### config.mk
export PLATFORM = sky130hd
export DESIGN_NAME = iobus_iot_sequencer
export DESIGN_NICKNAME = d
export VERILOG_FILES = /design/src/rtl/iobus_iot_sequencer.sv
export SDC_FILE = /design/constraint.sdc
export NUM_CORES = 1
export LEC_CHECK = 0
export ABC_AREA = 0
export CORE_ASPECT_RATIO = 0.9
export CORE_UTILIZATION = 30
export CTS_BUF_LIST = sky130_fd_sc_hd__clkbuf_16
export DETAILED_ROUTE_END_ITERATION = 10
export SLEW_MARGIN = 20
export SYNTH_ARGS = -nofsm -noshare
export SYNTH_HDL_FRONTEND = slang
export SYNTH_SLANG_ARGS = --single-unit
### constraint.sdc
create_clock -name clk -period 2.1 [get_ports clk]
set_clock_uncertainty 0.1 [all_clocks]
set_input_delay 0.525 -clock clk [delete_from_list [all_inputs] [get_ports clk]]
set_output_delay 0.525 -clock clk [all_outputs]
set_load 0.05 [all_outputs]
### src/rtl/iobus_iot_sequencer.sv
// PDP-6 IO bus master: sequences one IOT (DATAO/CONO/DATAI/CONI) at a time with
// programmable strobe widths, plus power-on / IO-reset pulses and PI priority encoding.
module iobus_iot_sequencer #(
    parameter int CLR_CYC = 4,
    parameter int GAP_CYC = 2,
    parameter int SET_CYC = 4,
    parameter int RD_CYC  = 4,
    parameter int RST_CYC = 8
) (
    input  logic        clk,
    input  logic        reset,
    input  logic        cmd_valid,
    output logic        cmd_ready,
    input  logic [1:0]  cmd_op,
    input  logic [3:9]  cmd_dev,
    input  logic [0:35] cmd_data,
    output logic        rsp_valid,
    output logic [0:35] rsp_data,
    input  logic        io_reset_req,
    output logic        iob_poweron,
    output logic        iob_reset,
    output logic        datao_clear,
    output logic        datao_set,
    output logic        cono_clear,
    output logic        cono_set,
    output logic        iob_fm_datai,
    output logic        iob_fm_status,
    output logic [3:9]  ios,
    output logic [0:35] iob_write,
    input  logic [0:35] iob_read,
    input  logic [1:7]  pi_req,
    output logic [2:0]  pi_level,
    output logic        pi_any
);

    localparam int MAX_A   = (CLR_CYC > SET_CYC) ? CLR_CYC : SET_CYC;
    localparam int MAX_B   = (RD_CYC > RST_CYC) ? RD_CYC : RST_CYC;
    localparam int MAX_C   = (MAX_A > MAX_B) ? MAX_A : MAX_B;
    localparam int MAX_CYC = (MAX_C > GAP_CYC) ? MAX_C : GAP_CYC;
    localparam int CW      = $clog2(MAX_CYC + 1);

    typedef enum logic [2:0] {
        S_IDLE, S_RST, S_CLR, S_GAP1, S_SET, S_RD, S_TAIL, S_DONE
    } state_t;

    state_t        state, state_d;
    logic [CW-1:0] cnt, cnt_d, lim;
    logic          cnt_end, accept, rst_done, rst_pend, busy;
    logic [1:0]    op_q;
    logic [3:9]    dev_q;
    logic [0:35]   data_q, rd_buf;
    logic [2:0]    pi_enc;

    always_ff @(posedge clk or negedge reset) begin
        if (!reset) begin
            state <= S_RST;
            cnt   <= '0;
        end else begin
            state <= state_d;
            cnt   <= cnt_d;
        end
    end

    always_comb begin
        state_d   = state;
        cnt_d     = cnt + CW'(1);
        cmd_ready = (state == S_IDLE) && !rst_pend && !io_reset_req;
        case (state)
            S_RST:         lim = CW'(RST_CYC - 1);
            S_CLR:         lim = CW'(CLR_CYC - 1);
            S_GAP1, S_TAIL: lim = CW'(GAP_CYC - 1);
            S_SET:         lim = CW'(SET_CYC - 1);
            S_RD:          lim = CW'(RD_CYC - 1);
            default:       lim = '0;
        endcase
        cnt_end = (cnt == lim);
        case (state)
            S_IDLE: begin
                cnt_d = '0;
                if (rst_pend)
                    state_d = S_RST;
                else if (cmd_valid && cmd_ready)
                    state_d = cmd_op[1] ? S_RD : S_CLR;
            end
            // Power-on edge is spent raising iob_poweron; the reset pulse counts after it.
            S_RST: begin
                if (!iob_poweron) cnt_d = '0;
                else if (cnt_end) begin state_d = S_IDLE; cnt_d = '0; end
            end
            S_CLR:  if (cnt_end) begin state_d = S_GAP1; cnt_d = '0; end
            S_GAP1: if (cnt_end) begin state_d = S_SET;  cnt_d = '0; end
            S_SET:  if (cnt_end) begin state_d = S_TAIL; cnt_d = '0; end
            S_RD:   if (cnt_end) begin state_d = S_TAIL; cnt_d = '0; end
            S_TAIL: if (cnt_end) begin state_d = S_DONE; cnt_d = '0; end
            default: begin state_d = S_IDLE; cnt_d = '0; end
        endcase
    end

    assign accept   = cmd_valid && cmd_ready;
    assign rst_done = (state == S_RST) && iob_poweron && cnt_end;
    assign busy     = (state != S_IDLE) && (state != S_RST);

    assign iob_reset     = (state == S_RST) && iob_poweron;
    assign rsp_valid     = (state == S_DONE);
    assign datao_clear   = (state == S_CLR) && (op_q == 2'd0);
    assign cono_clear    = (state == S_CLR) && (op_q == 2'd1);
    assign datao_set     = (state == S_SET) && (op_q == 2'd0);
    assign cono_set      = (state == S_SET) && (op_q == 2'd1);
    assign iob_fm_datai  = (state == S_RD)  && (op_q == 2'd2);
    assign iob_fm_status = (state == S_RD)  && (op_q == 2'd3);
    assign ios           = busy ? dev_q : '0;
    assign iob_write     = (busy && !op_q[1]) ? data_q : '0;

    always_comb begin
        pi_enc = '0;
        for (int i = 7; i >= 1; i--)
            if (pi_req[i]) pi_enc = 3'(i);
    end

    always_ff @(posedge clk or negedge reset) begin
        if (!reset) begin
            iob_poweron <= 1'b0;
            rst_pend    <= 1'b1;
            op_q        <= '0;
            dev_q       <= '0;
            data_q      <= '0;
            rd_buf      <= '0;
            rsp_data    <= '0;
            pi_level    <= '0;
            pi_any      <= 1'b0;
        end else begin
            iob_poweron <= 1'b1;
            // A request arriving on the last reset cycle re-arms the pulse.
            rst_pend    <= io_reset_req || (rst_pend && !rst_done);
            if (accept) begin
                op_q   <= cmd_op;
                dev_q  <= cmd_dev;
                data_q <= cmd_data;
            end
            if (state == S_RD && cnt_end)
                rd_buf <= iob_read;
            // rsp_data only changes on entry to DONE so it holds between completions.
            if (state == S_TAIL && cnt_end)
                rsp_data <= op_q[1] ? rd_buf : '0;
            pi_level <= pi_enc;
            pi_any   <= |pi_req;
        end
    end

endmodule

======== After elaboration in Yosys (flattened, before gate mapping) ========
Cells that the tools add are included.
word-level totals
  flip-flop bits (word level) ............. 130
  bits in latches ......................... 0
  bits in writable memories ............... 0
  ROM bits ................................ 0
  input bits .............................. 92
  output and inout bits ................... 93
  memories kept ........................... 0
operators by class
  $add $sub $neg .......................... 1
  multiply operators ...................... 0
  div/mod/pow operators ................... 0
  magnitude comparators ................... 0
  equal/unequal tests ..................... 19
  shift operators ......................... 0
  mux-type cells .......................... 24
  bitwise gates (word level) .............. 0
  reductions and logical operators ........ 30
operators with widths
  operator                                                                  count
  36-bit two-way mux                                                        2
  3-bit two-way mux                                                         16
  3-bit one-hot mux with 6 select lines                                     1
  1-bit logical AND                                                         16
  3-bit equality test (second input constant)                               4
  2-bit inequality test (second input constant)                             5
  3-bit one-hot mux with 3 select lines                                     1
  4-bit two-way mux                                                         2
  4-bit one-hot mux with 2 select lines                                     1
  7-bit two-way mux                                                         1
  7-bit AND reduction                                                       1
  7-bit OR reduction                                                        1
  3-bit by 2-bit equality test with 1-bit output (second input constant)    2
  5-bit OR reduction                                                        1
  4-bit by 1-bit adder with 4-bit output (second input constant)            1
  2-bit equality test (second input constant)                               2
  4-bit equality test                                                       1
  1-bit logical NOT                                                         4
  2-bit OR reduction                                                        2
  3-bit by 1-bit equality test with 1-bit output (second input constant)    1
  3-bit logical NOT                                                         1
  3-bit by 1-bit inequality test with 1-bit output (second input constant)  1
  3-bit inequality test (second input constant)                             1
  3-bit nonzero test                                                        1
  other kinds (5)                                                           5

======== Depth between registers and ports, before layout ========
  word-level depth ........................ 8
  depth in mapped cells ................... 8

======== Worst setup path after synthesis ========
OpenSTA, ideal clock, no wires.
  path type ............................... reg-to-output
  start ................................... reg op_q[1]
  end ..................................... out cono_set
  data arrival time ....................... 2330 ps
  required time ........................... 1475 ps
  setup slack ............................. -855 ps
  stages on the path, launching flop included .. 4
  buffers on the path ..................... 2
  path through ............................ dfrtp_1 -> clkbuf_1 -> clkbuf_1 -> nor4b_1
between the ends
  longest elaborated chain between the ends .. 2
RTL lines
  item                                            line  text
  start, declared                                 49    logic [1:0] op_q;
  start signal, assigned                          136   op_q <= cmd_op;
  2-bit by 1-bit equality test with 1-bit output  108   assign cono_set = (state == S_SET) && (op_q == 2'd1);
  1-bit logical AND                               108
  end, declared                                   25    output logic cono_set,
Every way passes these cells.

======== Worst setup path in the final report ========
  start ................................... reg state[2]
  end ..................................... out iob_reset
between the ends
  longest elaborated chain between the ends .. 2
RTL lines
  item                                            line  text
  start, declared                                 46    state_t state, state_d;
  start signal, assigned                          59    state <= state_d;
  3-bit by 1-bit equality test with 1-bit output  103   assign iob_reset = (state == S_RST) && iob_poweron;
  1-bit logical AND                               103
  end, declared                                   21    output logic iob_reset,
Every way passes these cells.

==> results.txt <==
The class of the most critical setup path is flop to output pin. The overall via count from detail_route is 4736. The placeable core area is 18600 µm². The post-detailed-routing wire length is roughly 18000 µm. The first-pass detailed-route iteration total is 4.

The number of remaining DRC errors is 0. The first-pass GRT wire length is between 20000 and 30000 µm. The count of input and output buffers came out at roughly 180. Timing would allow up to 0.417 GHz. For the worst flop-to-flop path, the logic depth is 8.

For this run the aggregate overflow at the end of global routing stands at 0. Along the worst path, the maximum fanout reaches 6. The maximum level of the CTS H-tree is 4.

The total CTS buffers is 17. The distinct cell type count after synthesis came out at 49. The least setup slack across all paths after layout came out at -0.298 ns. Leaving out fill and tap cells, the most frequent cells in the layout are sky130_fd_sc_hd__dfrtp_1 (126), sky130_fd_sc_hd__clkdlybuf4s50_1 (90), sky130_fd_sc_hd__buf_4 (77), sky130_fd_sc_hd__nand2_1 (73), sky130_fd_sc_hd__buf_12 (64). The clock latency at the later pin of the worst-skew pair came out at between 0.4 and 0.5 ns. The type of the worst min-delay path is flop to flop.

The busiest layer in global routing is met2. The net load switching power came out at approximately 3600 µW. The number of max-slew violations in the final report is 0.

The leakage power of the design came out at about 0.0046 µW. The routed length per instance came out at ~18 µm. During synthesis, Yosys emitted a total of 0 warnings. Across all hold checks on the routed design, the worst slack comes to between 0.3 and 0.4 ns. The clock network fraction of total power is around a quarter. The worst setup path is captured at an output pin.

The number of setup violations in the final report came out at about 130. For the worst setup path, the data required time is 1.47 ns. The final count of hold timing violations came out at 0. The number of rows created at floorplan is 47. The antenna cell count came out at 0.

The worst register-to-register path ends at rd_buf[5]$_DFFE_PN0P_. The proportion of power drawn by flip-flops and latches is approximately a third. Leaving out fill and tap cells, the most frequent cell in the layout is sky130_fd_sc_hd__dfrtp_1. The area growth from synthesis to layout is 79.3%.

The global-route track usage on met3 came out at under 10%. The synthesized area is ~5700 µm². The arrival time of the worst setup path came out at 1.77 ns. The cell area power density is about 1100 nW/µm². The checks that failed: negative setup slack. The total power of the final layout is roughly 11000 µW. The number of enable flip-flop cells after synthesis is 0. The initial antenna violation count is 0. The worst register-to-register path begins at state[2]$_DFFE_PN0P_.

The count of nets after finishing is between 800 and 900. The total global routing track utilization is 17.0%. The initial utilization of the core area, before any placement, comes to between 30 and 40%.

The combinational share of power came out at about 40%. The worst setup path is launched from a flop. The detail-routed via count per cell is between 4 and 5. The global-route track usage on met1 is 21.2%. Entering global routing, the biggest net connects 73 pins. The TritonCTS clock tree is built. The tree built by TritonCTS fans out to 130 sinks. The number of register bits inferred by synthesis came out at between 100 and 150.

The final clock period utilization by the worst path came out at 114%. The peak supply drop came out at ~0.53 mV. Following the worst setup path forward leads to its endpoint at iob_reset. The flow ran to the end, but the final reports show violations. The synthesized net count is around 570. The die covers between 15000 and 20000 µm². Global routing consumed, on the met2 layer, between 20% and 30% of the routing resources.

around 190 I/O pins were placed. The clock period minus worst slack is 2.40 ns. The worst-case clock buffer depth is 2. The tool flagged a number of max-cap violations equal to 0. The cell sitting at the root of the clock tree is a sky130_fd_sc_hd__clkbuf_16. The clock-pin slew of the registers on the worst-case setup and hold paths came out at approximately 0.06 ns. The height of the chip came out at between 100 and 150 µm. The cell-internal power came out at 7490 µW. The remaining antenna violation count is 0. Routability-driven placement finished with a final weighted congestion of between 0.7 and 0.8. A synthesized cell averages between 10 and 15 µm². The count of routing violations after the opening detailed-route iteration came out at around 220. The share of post-route cells with drive strength above 1 came out at roughly 49%. The number of global-route vias before repair is 4737.

The slack of the worst reg-to-reg path is -0.21 ns. The commonest register cell after synthesis is sky130_fd_sc_hd__dfrtp_1. After legalization and detailed placement, the total HPWL measured about 11000 µm. The fraction of registers with async set or reset after synthesis is 100%. The switching power as a share of total power came out at between 30% and 40%. The synthesized netlist cell count is ~480.

Setup repair after global routing could not meet its margin everywhere. The critical path starts at state[2]$_DFFE_PN0P_. After synthesis, flip-flops and latches occupy between 50 and 60% of the total area. From left edge to right edge, the die measures between 100 and 150 µm.
[logic make-up after synthesis]
group           count (synthesis)  synth area share, %
compound gates                 64                 6.69
fa+ha+maj                       4                0.871
mux                            81                 17.8
buf+inv                        33                 3.44
other cells                     1               0.0653
flops                         130                 56.7
xor+xnor                        3                0.457
simple gates                  162                 14.0
[synth_stat cells (2+ instances only)]
library cell	instances	share of area, %
sky130_fd_sc_hd__nor3_1	6	0.52
sky130_fd_sc_hd__o41ai_1	2	0.30
sky130_fd_sc_hd__nor2_1	16	1.0
sky130_fd_sc_hd__o21ai_0	42	3.7
sky130_fd_sc_hd__ha_1	4	0.87
sky130_fd_sc_hd__a21oi_1	3	0.26
sky130_fd_sc_hd__mux2_2	51	10
sky130_fd_sc_hd__nand2_1	74	4.8
sky130_fd_sc_hd__dfrtp_1	128	56
sky130_fd_sc_hd__mux2_4	30	7.8
sky130_fd_sc_hd__buf_8	3	0.78
sky130_fd_sc_hd__and2_1	38	4.1
sky130_fd_sc_hd__nor4b_1	3	0.46
sky130_fd_sc_hd__xnor2_1	2	0.30
sky130_fd_sc_hd__a31oi_1	2	0.22
sky130_fd_sc_hd__inv_1	5	0.33
sky130_fd_sc_hd__nor2b_1	10	1.1
sky130_fd_sc_hd__clkbuf_1	17	1.1
sky130_fd_sc_hd__buf_6	5	0.98
sky130_fd_sc_hd__buf_2	2	0.17
sky130_fd_sc_hd__dfstp_2	2	0.91
sky130_fd_sc_hd__and3_1	3	0.33
sky130_fd_sc_hd__nor4_1	4	0.44
[final cells by class]
type | instances | area (µm²)
Fill cell | 1581 | 8280
Multi-Input combinational cell | 315 | 2730
Inverter | 6 | 27.5
Clock inverter | 15 | 126
Sequential cell | 130 | 3260
Clock buffer | 17 | 425
Tap cell | 245 | 307
Timing Repair Buffer | 273 | 3430
[per-stage QoR]
step | worst slack (ns) | util (%) | cells | area (µm²) | TNS (ns)
4_1_cts | -0.381 | 52.3 | 973 | 9720 | -17.94
5_1_grt | -0.369 | 55.4 | 1001 | 10300 | -32.39
6_report | -0.298 | 55.4 | 1001 | 10300 | -23.64
2_1_floorplan | -0.221 | - | 478 | 5890 | -8.48
3_3_place_gp | -0.00794 | 46.3 | 912 | 8610 | -0.0237
3_5_place_dp | -0.0413 | 46.3 | 912 | 8610 | -0.423
[layer usage]
metal | share of wire (%) | wire length, µm
met5 | 0 | 0
met4 | 1.4 | 265
met3 | 7.4 | 1360
met2 | 49 | 9020
met1 | 42 | 7840
[how the worst min path moves through the flow]
stage | from | to | slack, ns | cells past startpoint
2_1_floorplan | reset | cnt[0]$_DFF_PN0_ | 0.13 | 0
3_3_place_gp | rsp_data[22]$_DFFE_PN0P_ | rsp_data[22]$_DFFE_PN0P_ | 0.36 | 2
3_5_place_dp | rsp_data[33]$_DFFE_PN0P_ | rsp_data[33]$_DFFE_PN0P_ | 0.37 | 2
4_1_cts | rsp_data[6]$_DFFE_PN0P_ | rsp_data[6]$_DFFE_PN0P_ | 0.39 | 2
5_1_grt | rsp_data[2]$_DFFE_PN0P_ | rsp_data[2]$_DFFE_PN0P_ | 0.41 | 2
6_report | rsp_data[33]$_DFFE_PN0P_ | rsp_data[33]$_DFFE_PN0P_ | 0.38 | 2
[critical path: stages (launching register included)]
cell                      delay [ns]
sky130_fd_sc_hd__dfrtp_1        0.39
sky130_fd_sc_hd__buf_4          0.16
sky130_fd_sc_hd__buf_8          0.13
sky130_fd_sc_hd__or3b_4         0.40
sky130_fd_sc_hd__nor2_4         0.13
sky130_fd_sc_hd__buf_12         0.14
[registers in the layout, summed over array words and instances, names as in the netlist]
name	flops
rd_buf	36
rsp_data	36
cnt	4
op_q	2
state	3
iob_poweron	1
pi_any	1
pi_level	3
dev_q	7
data_q	36
rst_pend	1
[power groups by stage]
stage               combinational [µW]  sequential (µW)  clock [µW]
floorplan                         2100             3730           0
global placement                  3490             3720           0
detailed placement                3580             3750           0
CTS                               4260             3730        2870
global route                      4770             3840        2970
finish                            4550             3760        2790
[repair_timing]
action                                 in CTS  in global routing
endpoints found under the hold margin      36                  0
hold buffers                                1                  0
setup endpoints to repair                  85                148
pin swaps                                  25                 15
buffers inserted                           25                 14
gates resized for setup                    63                 62
cloned                                      4                 16
(Power assumes the default switching activity.)
